File: config.mk
export PLATFORM = sky130hd
export DESIGN_NAME = riscv_em_stall_ctrl
export DESIGN_NICKNAME = d
export VERILOG_FILES = /design/src/rtl/riscv_em_stall_ctrl.sv
export SDC_FILE = /design/constraint.sdc
export NUM_CORES = 1
export LEC_CHECK = 0
export CAP_MARGIN = 20
export CORE_ASPECT_RATIO = 0.7
export CORE_MARGIN = 8
export CORE_UTILIZATION = 65
export DETAILED_ROUTE_END_ITERATION = 10
export DONT_BUFFER_PORTS = 1
export PLACE_DENSITY = 0.91
export SYNTH_ARGS = -nofsm -noshare
export SYNTH_HDL_FRONTEND = slang
export SYNTH_SLANG_ARGS = --single-unit
export TNS_END_PERCENT = 50
File: constraint.sdc
create_clock -name i_riscv_sc_clk -period 6.15 [get_ports i_riscv_sc_clk]
set_input_delay 0.9225 -clock i_riscv_sc_clk [delete_from_list [all_inputs] [get_ports i_riscv_sc_clk]]
set_output_delay 0.9225 -clock i_riscv_sc_clk [all_outputs]
set_load 0.1 [all_outputs]
File: src/rtl/riscv_em_stall_ctrl.sv
// riscv_em_stall_ctrl: stall/flush sequencer for the execute-to-memory boundary.
// Turns multi-cycle events (iterative mul/div in E, memory wait in M, traps in M)
// into per-cycle hold and flush controls for the F/D, D/E, E/M and M/W registers.
//
// Ports:
//   i_riscv_sc_clk / i_riscv_sc_rst_n : clock, asynchronous active-low reset
//   i_riscv_sc_div_start_e            : multi-cycle mul/div present in E (level)
//   i_riscv_sc_div_done               : mul/div result valid this cycle
//   i_riscv_sc_mem_req_m              : load/store present in M
//   i_riscv_sc_mem_ack                : memory completes the M access this cycle
//   i_riscv_sc_trap_m                 : trap taken by the instruction in M
//   i_riscv_sc_cnt_clr                : synchronous clear of the stall counter
//   o_riscv_sc_stall_fd/de/em         : hold F/D, D/E, E/M registers
//   o_riscv_sc_flush_de/em/mw         : flush D/E, E/M, M/W registers
//   o_riscv_sc_busy                   : registered, high while in a wait state
//   o_riscv_sc_timeout                : one-cycle watchdog abort pulse
//   o_riscv_sc_stall_cnt              : saturating count of F/D stall cycles
//
// Optional watchdog: define RISCV_SC_TIMEOUT_EN to abort waits longer than
// TIMEOUT cycles (treated as a trap). Without it o_riscv_sc_timeout is 0.

module riscv_em_stall_ctrl #(
    parameter int TIMEOUT = 255,
    parameter int CNT_W   = 32
) (
    input  logic             i_riscv_sc_clk,
    input  logic             i_riscv_sc_rst_n,
    input  logic             i_riscv_sc_div_start_e,
    input  logic             i_riscv_sc_div_done,
    input  logic             i_riscv_sc_mem_req_m,
    input  logic             i_riscv_sc_mem_ack,
    input  logic             i_riscv_sc_trap_m,
    input  logic             i_riscv_sc_cnt_clr,
    output logic             o_riscv_sc_stall_fd,
    output logic             o_riscv_sc_stall_de,
    output logic             o_riscv_sc_stall_em,
    output logic             o_riscv_sc_flush_de,
    output logic             o_riscv_sc_flush_em,
    output logic             o_riscv_sc_flush_mw,
    output logic             o_riscv_sc_busy,
    output logic             o_riscv_sc_timeout,
    output logic [CNT_W-1:0] o_riscv_sc_stall_cnt
);

    typedef enum logic [1:0] {
        RUN        = 2'd0,
        MEM_WAIT   = 2'd1,
        DIV_WAIT   = 2'd2,
        TRAP_DRAIN = 2'd3
    } state_t;

    state_t state;
    state_t state_nxt;

    logic mem_stall;
    logic div_stall;
    logic wd_fire;
    logic in_wait;
    logic wait_nxt;

    logic stall_fd;
    logic stall_de;
    logic stall_em;
    logic flush_de;
    logic flush_em;
    logic flush_mw;
    logic timeout;

    logic             busy_q;
    logic [CNT_W-1:0] cnt_q;

    assign mem_stall = i_riscv_sc_mem_req_m & ~i_riscv_sc_mem_ack;
    assign div_stall = i_riscv_sc_div_start_e & ~i_riscv_sc_div_done;
    assign in_wait   = (state == MEM_WAIT) || (state == DIV_WAIT);
    assign wait_nxt  = (state_nxt == MEM_WAIT) || (state_nxt == DIV_WAIT);

    // ------------------------------------------------------------------
    // Watchdog
    // ------------------------------------------------------------------
`ifdef RISCV_SC_TIMEOUT_EN
    localparam int WD_W = $clog2(TIMEOUT + 1);
    localparam logic [WD_W-1:0] WD_MAX = WD_W'(TIMEOUT);

    // Holds the 1-based index of the current wait cycle, so the abort
    // lands in the TIMEOUT-th cycle spent waiting.
    logic [WD_W-1:0] wd_cnt;
    logic            wait_open;
    logic            enter_wait;

    assign wait_open = ((state == MEM_WAIT) && !i_riscv_sc_mem_ack)
                    || ((state == DIV_WAIT) && !i_riscv_sc_div_done);
    assign wd_fire    = wait_open && (wd_cnt == WD_MAX);
    assign enter_wait = wait_nxt && (state_nxt != state);

    always_ff @(posedge i_riscv_sc_clk or negedge i_riscv_sc_rst_n) begin
        if (!i_riscv_sc_rst_n) begin
            wd_cnt <= '0;
        end else if (enter_wait) begin
            wd_cnt <= WD_W'(1);
        end else if (in_wait && (wd_cnt != WD_MAX)) begin
            wd_cnt <= wd_cnt + WD_W'(1);
        end
    end
`else
    assign wd_fire = 1'b0;
`endif

    // ------------------------------------------------------------------
    // State register
    // ------------------------------------------------------------------
    always_ff @(posedge i_riscv_sc_clk or negedge i_riscv_sc_rst_n) begin
        if (!i_riscv_sc_rst_n) begin
            state <= RUN;
        end else begin
            state <= state_nxt;
        end
    end

    // ------------------------------------------------------------------
    // Next state and Mealy stall/flush outputs
    // ------------------------------------------------------------------
    always_comb begin
        state_nxt = state;
        stall_fd  = 1'b0;
        stall_de  = 1'b0;
        stall_em  = 1'b0;
        flush_de  = 1'b0;
        flush_em  = 1'b0;
        flush_mw  = 1'b0;
        timeout   = 1'b0;

        if (i_riscv_sc_trap_m || wd_fire) begin
            flush_de  = 1'b1;
            flush_em  = 1'b1;
            flush_mw  = 1'b1;
            timeout   = ~i_riscv_sc_trap_m;
            state_nxt = TRAP_DRAIN;
        end else begin
            unique case (state)
                RUN, MEM_WAIT: begin
                    // In MEM_WAIT the request is implied; only ack matters.
                    if ((state == MEM_WAIT) ? !i_riscv_sc_mem_ack
                                            : mem_stall) begin
                        stall_fd  = 1'b1;
                        stall_de  = 1'b1;
                        stall_em  = 1'b1;
                        flush_mw  = 1'b1;
                        state_nxt = MEM_WAIT;
                    end else if (div_stall) begin
                        stall_fd  = 1'b1;
                        stall_de  = 1'b1;
                        flush_em  = 1'b1;
                        state_nxt = DIV_WAIT;
                    end else begin
                        state_nxt = RUN;
                    end
                end
                DIV_WAIT: begin
                    // M holds a bubble here, so mem_req is not consulted.
                    if (!i_riscv_sc_div_done) begin
                        stall_fd = 1'b1;
                        stall_de = 1'b1;
                        flush_em = 1'b1;
                    end else begin
                        state_nxt = RUN;
                    end
                end
                TRAP_DRAIN: begin
                    // Bubble while fetch redirects to the handler.
                    flush_de  = 1'b1;
                    state_nxt = RUN;
                end
                default: begin
                    state_nxt = RUN;
                end
            endcase
        end
    end

    // Outputs are forced low while reset is asserted.
    assign o_riscv_sc_stall_fd = stall_fd & i_riscv_sc_rst_n;
    assign o_riscv_sc_stall_de = stall_de & i_riscv_sc_rst_n;
    assign o_riscv_sc_stall_em = stall_em & i_riscv_sc_rst_n;
    assign o_riscv_sc_flush_de = flush_de & i_riscv_sc_rst_n;
    assign o_riscv_sc_flush_em = flush_em & i_riscv_sc_rst_n;
    assign o_riscv_sc_flush_mw = flush_mw & i_riscv_sc_rst_n;
    assign o_riscv_sc_timeout  = timeout  & i_riscv_sc_rst_n;

    // ------------------------------------------------------------------
    // Busy flag: mirrors the wait states one register stage later
    // ------------------------------------------------------------------
    always_ff @(posedge i_riscv_sc_clk or negedge i_riscv_sc_rst_n) begin
        if (!i_riscv_sc_rst_n) begin
            busy_q <= 1'b0;
        end else begin
            busy_q <= wait_nxt;
        end
    end

    assign o_riscv_sc_busy = busy_q;

    // ------------------------------------------------------------------
    // Saturating stall-cycle counter
    // ------------------------------------------------------------------
    always_ff @(posedge i_riscv_sc_clk or negedge i_riscv_sc_rst_n) begin
        if (!i_riscv_sc_rst_n) begin
            cnt_q <= '0;
        end else if (i_riscv_sc_cnt_clr) begin
            cnt_q <= '0;
        end else if (stall_fd && !(&cnt_q)) begin
            cnt_q <= cnt_q + CNT_W'(1);
        end
    end

    assign o_riscv_sc_stall_cnt = cnt_q;

endmodule

==> metrics, run 1 <==
worst r2r dst o_riscv_sc_stall_cnt[1]$_DFFE_PN0P_; CTS tree built; drt initial violations 156; Pins Over Slew Limit 0; warnings from Yosys 0; Fin. Hold Viols 0; DRC Markers 0; Sw Ratio 0.273; detailed placement HPWL 3.43 mm; DIE AREA 5420 um^2; Clock Sinks 35; dpl cells 262; post_cts resized 0; gr usage total 0.188; Rows 17; final wirelength 4.92 mm; Final Instance Area between 2000 and 2500 um^2; top post-synthesis cells by area dfrtp_1 41%, a21oi_1 5.8%, o31ai_1 5.6%; worst slack at placement between 2 and 2.5 ns; synthesized area ~2100 um^2; GP Congestion about 0.83; Crit Path Category input pin to output port; top post-synthesis cells by count 35 x dfrtp_1, 25 x a21oi_1, 16 x nor2_1, 16 x o31ai_1, 16 x or4_1; Overflow after GRT 0; sequential-to-total area share from yosys stat 0.409; final critical-path required period ~3.7 ns; worst path arrival time approximately 2.8 ns; post-synthesis register bit count 35; first-pass GRT wire length ~8.3 mm; Int Pwr roughly 310 uW; FF-to-FF path depth 6; Horiz. Die Dim about 85 um; Flop pwr share 0.564; post-synth cell types 43; status finished, final reports clean; Clock transition at path regs roughly 0.070 ns; Async SR Flop Fraction 1.00; DR pass1 iterations 5; Setup TNS 0 ns; PortBufs 0; final core occ 0.699; Synth Flop Type dfrtp_1; Hold Crit Class input pin to asynchronous set/reset pin; CP Launch Type input pin; Clock Tree Buf Depth 2; Worst R2R Start o_riscv_sc_stall_cnt[14]$_DFFE_PN0P_; hold buffers post-CTS 0; RSZ-0062 raised after global routing false; vias in the first global route between 1500 and 2000; Worst-Margin Slew ~1.1 ns; Slew HR 0.267; Finished Layout Cells ~270; WHS around 0.32 ns; number of synthesized flops with an enable pin 0; pin count of the biggest net entering global routing slightly above 40; Yosys top cell area share 0.409; Mapped Cells between 200 and 250; Syn Nets about 240; layout cells sized above 1 0.122; CTS H-Tree Depth 2; maxcap violations 0; setup ws final roughly 2.4 ns; crit share post-route 0.605; register-to-register setup slack ~2.8 ns; Placed Area 2130 um^2; CTS Buf Count 5; drt wl/cell around 18 um; postcts setup bufs 0; fillers roughly 260; Peak VDD IR around 0.099 mV; CP Max Fanout 25; IO Pins 48; CP endpoint kind output port; Synth-to-Final Area Change 2.75%; initial antenna violation count 0; Core Region ~3100 um^2; Final Setup Violations 0; P per Cell Area roughly 200 nW/um^2; Static Leak roughly 0.82 nW; Logic pwr share 0.081; Initial Utilization 0.680; Post-Route Skew approximately 0.0076 ns; syn_area_per_cell roughly 9.1 um^2; Nets 240; fmax around 270 MHz; Clk pwr share 0.355; total number of vias 1847; cell taking the most area after synthesis dfrtp_1; Total Power 431 uW; Sw Pwr around 120 uW; Routed Antenna Nets 0; Die H approximately 64 um; clock latency on the worst-skew pair 0.29 ns; count leader, synth dfrtp_1; Root Buffer Master clkbuf_8; ANT cells 0; Worst Path Required 5.23 ns; Avg Vias per Cell about 6.9
-- cell type report --
class,instances,area (um^2),share of cell area
Multi-Input combinational cell,177,1150,0.524
Sequential cell,35,876,0.398
Clock buffer,6,72.6,0.0330
Tap cell,38,47.5,0.0216
Inverter,10,37.5,0.0171
Timing Repair Buffer,2,15.0,0.00682
-- per-layer routing --
metal	track usage	vias to the layer above	wire [um]
met2	0.262	99	2030
li1	-	878	-
met3	0.0714	8	635
met4	0.0728	0	72
met1	0.256	862	2180
met5	0	-	0
-- logic make-up after synthesis --
group           Yosys count  synth area share
flops                    35             0.409
buf+inv                  23            0.0549
compound gates           61             0.183
fa+ha+maj                 1           0.00584
other cells               1           0.00175
mux                       8            0.0421
simple gates            106             0.304
-- placed cells by master (no fill, tap or decap), types with 2 or more instances in the layout --
cell type   n
mux2_2      8
nor3_1      6
clkbuf_8    5
o21ai_0     8
or3_1       7
and3_1      4
nand2_1    12
dfrtp_1    35
nand3_1    11
inv_1       9
nand4_1     7
o2111ai_1   2
o211ai_1    4
or4_1      16
nor2b_1     6
nor4_2      2
and2_1      3
nand2b_1    2
nor2_1     16
nor4_1      3
o31ai_1    16
buf_4       2
a21oi_1    25
-- power by group through the flow --
stage | Clock (mW) | Sequential [mW] | Combinational, mW
3_3_place_gp | 0 | 0.247 | 0.0343
2_1_floorplan | 0 | 0.247 | 0.0363
5_1_grt | 0.166 | 0.243 | 0.0378
6_report | 0.153 | 0.243 | 0.0350
3_5_place_dp | 0 | 0.247 | 0.0352
4_1_cts | 0.158 | 0.243 | 0.0351
-- registers in the layout (all words and copies together) (netlist names) --
signal / flops
o_riscv_sc_busy: 1
o_riscv_sc_stall_cnt: 32
state: 2
-- critical path: stages --
cell     delay (ns)
nor3_2         0.51
o21ai_2        0.38
inv_1          0.15
and2_2         0.83
-- worst max path at each step --
stage                       startpoint             endpoint  cells past startpoint
floorplan           i_riscv_sc_mem_ack  o_riscv_sc_stall_fd                      7
global placement    i_riscv_sc_mem_ack  o_riscv_sc_stall_fd                      4
detailed placement  i_riscv_sc_mem_ack  o_riscv_sc_stall_fd                      4
CTS                 i_riscv_sc_mem_ack  o_riscv_sc_stall_fd                      4
global route        i_riscv_sc_mem_ack  o_riscv_sc_stall_fd                      4
finish              i_riscv_sc_mem_ack  o_riscv_sc_stall_fd                      4
(Power assumes the default switching activity.)
==> run 2, diff against run 1 <==
Settings changed: CORE_UTILIZATION 65 to 57, PLACE_DENSITY 0.91 to 0.85.
Clock period 6.15 ns to 3.2 ns, I/O delays scaled along.
==> metrics, run 2 (synthesis results as in run 1) <==
status finished, final reports clean; Clock Sinks 35; total number of vias a little over 2000; Die H just under 70 um; final wirelength ~5.6 mm; vias in the first global route between 1500 and 2000; Clock transition at path regs 0.07 ns; Setup TNS 0 ns; detailed placement HPWL 4.06 mm; hold buffers post-CTS 1; Crit Path Category register to output port; drt initial violations roughly 170; most frequent cells in the layout 39 x buf_4, 35 x dfrtp_1, 25 x a21oi_1; Rows 18; post_cts resized 0; Root Buffer Master clkbuf_8; CP Max Fanout 10; final critical-path required period about 2.4 ns; Static Leak ~1.1 nW; Post-Route Skew just over 0.005 ns; DR pass1 iterations 4; drt wl/cell 17.5 um; worst r2r dst o_riscv_sc_stall_cnt[30]$_DFFE_PN0P_; Worst-Margin Slew 0.867 ns; DIE AREA 6010 um^2; crit share post-route 0.739; Buffers & Inverters on Critical Path 1; Routed Antenna Nets 0; IO Pins 48; DRC Markers 0; Clock Tree Buf Depth 2; CTS tree built; fmax around 420 MHz; CP Launch Type register; first-pass GRT wire length 8.96 mm; CTS H-Tree Depth 2; GP Congestion 0.771; layout cells sized above 1 0.255; pin count of the biggest net entering global routing 41; FF-to-FF path depth 6; CP startpoint state[1]$_DFF_PN0_; CP Depth 4; Horiz. Die Dim a little under 90 um; Initial Utilization 0.602; CTS Buf Count 5; RSZ-0062 raised after global routing false; register-to-register setup slack 0.91 ns; Peak VDD IR 0.252 mV; worst path cell trace nor3_2, or2_2, and2_1, buf_4; initial antenna violation count 0; commonest non-fill, non-tap cell in the layout buf_4; ANT cells 0; Largest register FFs 32; fillers ~280; setup ws final roughly 0.84 ns; postcts setup bufs 0; CP endpoint kind output port; Overflow after GRT 0; slowest stage delay, CP 0.54 ns; PortBufs 0; clock latency on the worst-skew pair 0.29 ns; worst slack at placement between 0.9 and 1 ns; Worst Path Required approximately 2.7 ns; CP max-delay cell nor3_2; P per Cell Area roughly 360 nW/um^2; Avg Vias per Cell ~6.3; Fin. Hold Viols 0; gr usage total 0.190; Final Setup Violations 0; Hold Crit Class input pin to asynchronous set/reset pin; maxcap violations 0; Total Power around 900 uW; Pins Over Slew Limit 0; Nets between 200 and 300; Core Region ~3600 um^2; Slew HR 0.422; Worst R2R Start o_riscv_sc_stall_cnt[19]$_DFFE_PN0P_; crit path to o_riscv_sc_flush_mw; Synth-to-Final Area Change 19.6%; worst path arrival time 1.88 ns; CP top delay family simple AND/OR/NAND/NOR gates
## run 2: cell count changes in the layout (fill, tap and decap cells not counted)
cell      before  now
clkbuf_8       5    7
buf_12         0    2
buf_4          2   39
## run 2: through the flow
stage               hold slack (ns)  cells  cell area, um^2   util
floorplan                     0.184    235             2140      -
global placement              0.186    312             2440  0.686
detailed placement            0.186    312             2440  0.686
CTS                          0.0282    321             2560  0.720
global route                 0.0276    321             2560  0.720
finish                       0.0183    321             2560  0.720
## run 2: power by group
group | internal [mW] | leakage [nW] | switching [mW]
sequential | 0.446 | 0.482 | 0.0105
combinational | 0.0224 | 0.519 | 0.0768
clock | 0.196 | 0.0515 | 0.157
## run 2: worst reg2reg max path, stage by stage (launching register included)
cell and delay, ns:
dfrtp_1 0.32, buf_4 0.31, nand4_1 0.24, nor4_2 0.45, nand3_1 0.28, or4_1 0.47, a21oi_1 0.15
## run 2: cell type report
class / instances / area [um^2] / area share
Timing Repair Buffer: 41 / 333 / 0.130
Multi-Input combinational cell: 177 / 1150 / 0.450
Tap cell: 50 / 62.6 / 0.0244
Sequential cell: 35 / 876 / 0.342
Clock buffer: 8 / 100 / 0.0391
Inverter: 10 / 37.5 / 0.0147
## run 2: metal layers
layer  up-vias  wire length (um)  track usage
met1       980              2330        0.239
met4         0                44       0.0598
li1        951                 -            -
met2       100              2530        0.304
met3         6               732       0.0655
met5         -                 0            0
## run 2: worst min-delay path by stage
stage / depth (start not counted) / from / end
6_report: 1 / i_riscv_sc_rst_n / o_riscv_sc_stall_cnt[15]$_DFFE_PN0P_
5_1_grt: 1 / i_riscv_sc_rst_n / o_riscv_sc_busy$_DFF_PN0_
3_3_place_gp: 0 / i_riscv_sc_rst_n / state[1]$_DFF_PN0_
3_5_place_dp: 0 / i_riscv_sc_rst_n / state[1]$_DFF_PN0_
2_1_floorplan: 0 / i_riscv_sc_rst_n / o_riscv_sc_busy$_DFF_PN0_
4_1_cts: 1 / i_riscv_sc_rst_n / o_riscv_sc_stall_cnt[15]$_DFFE_PN0P_
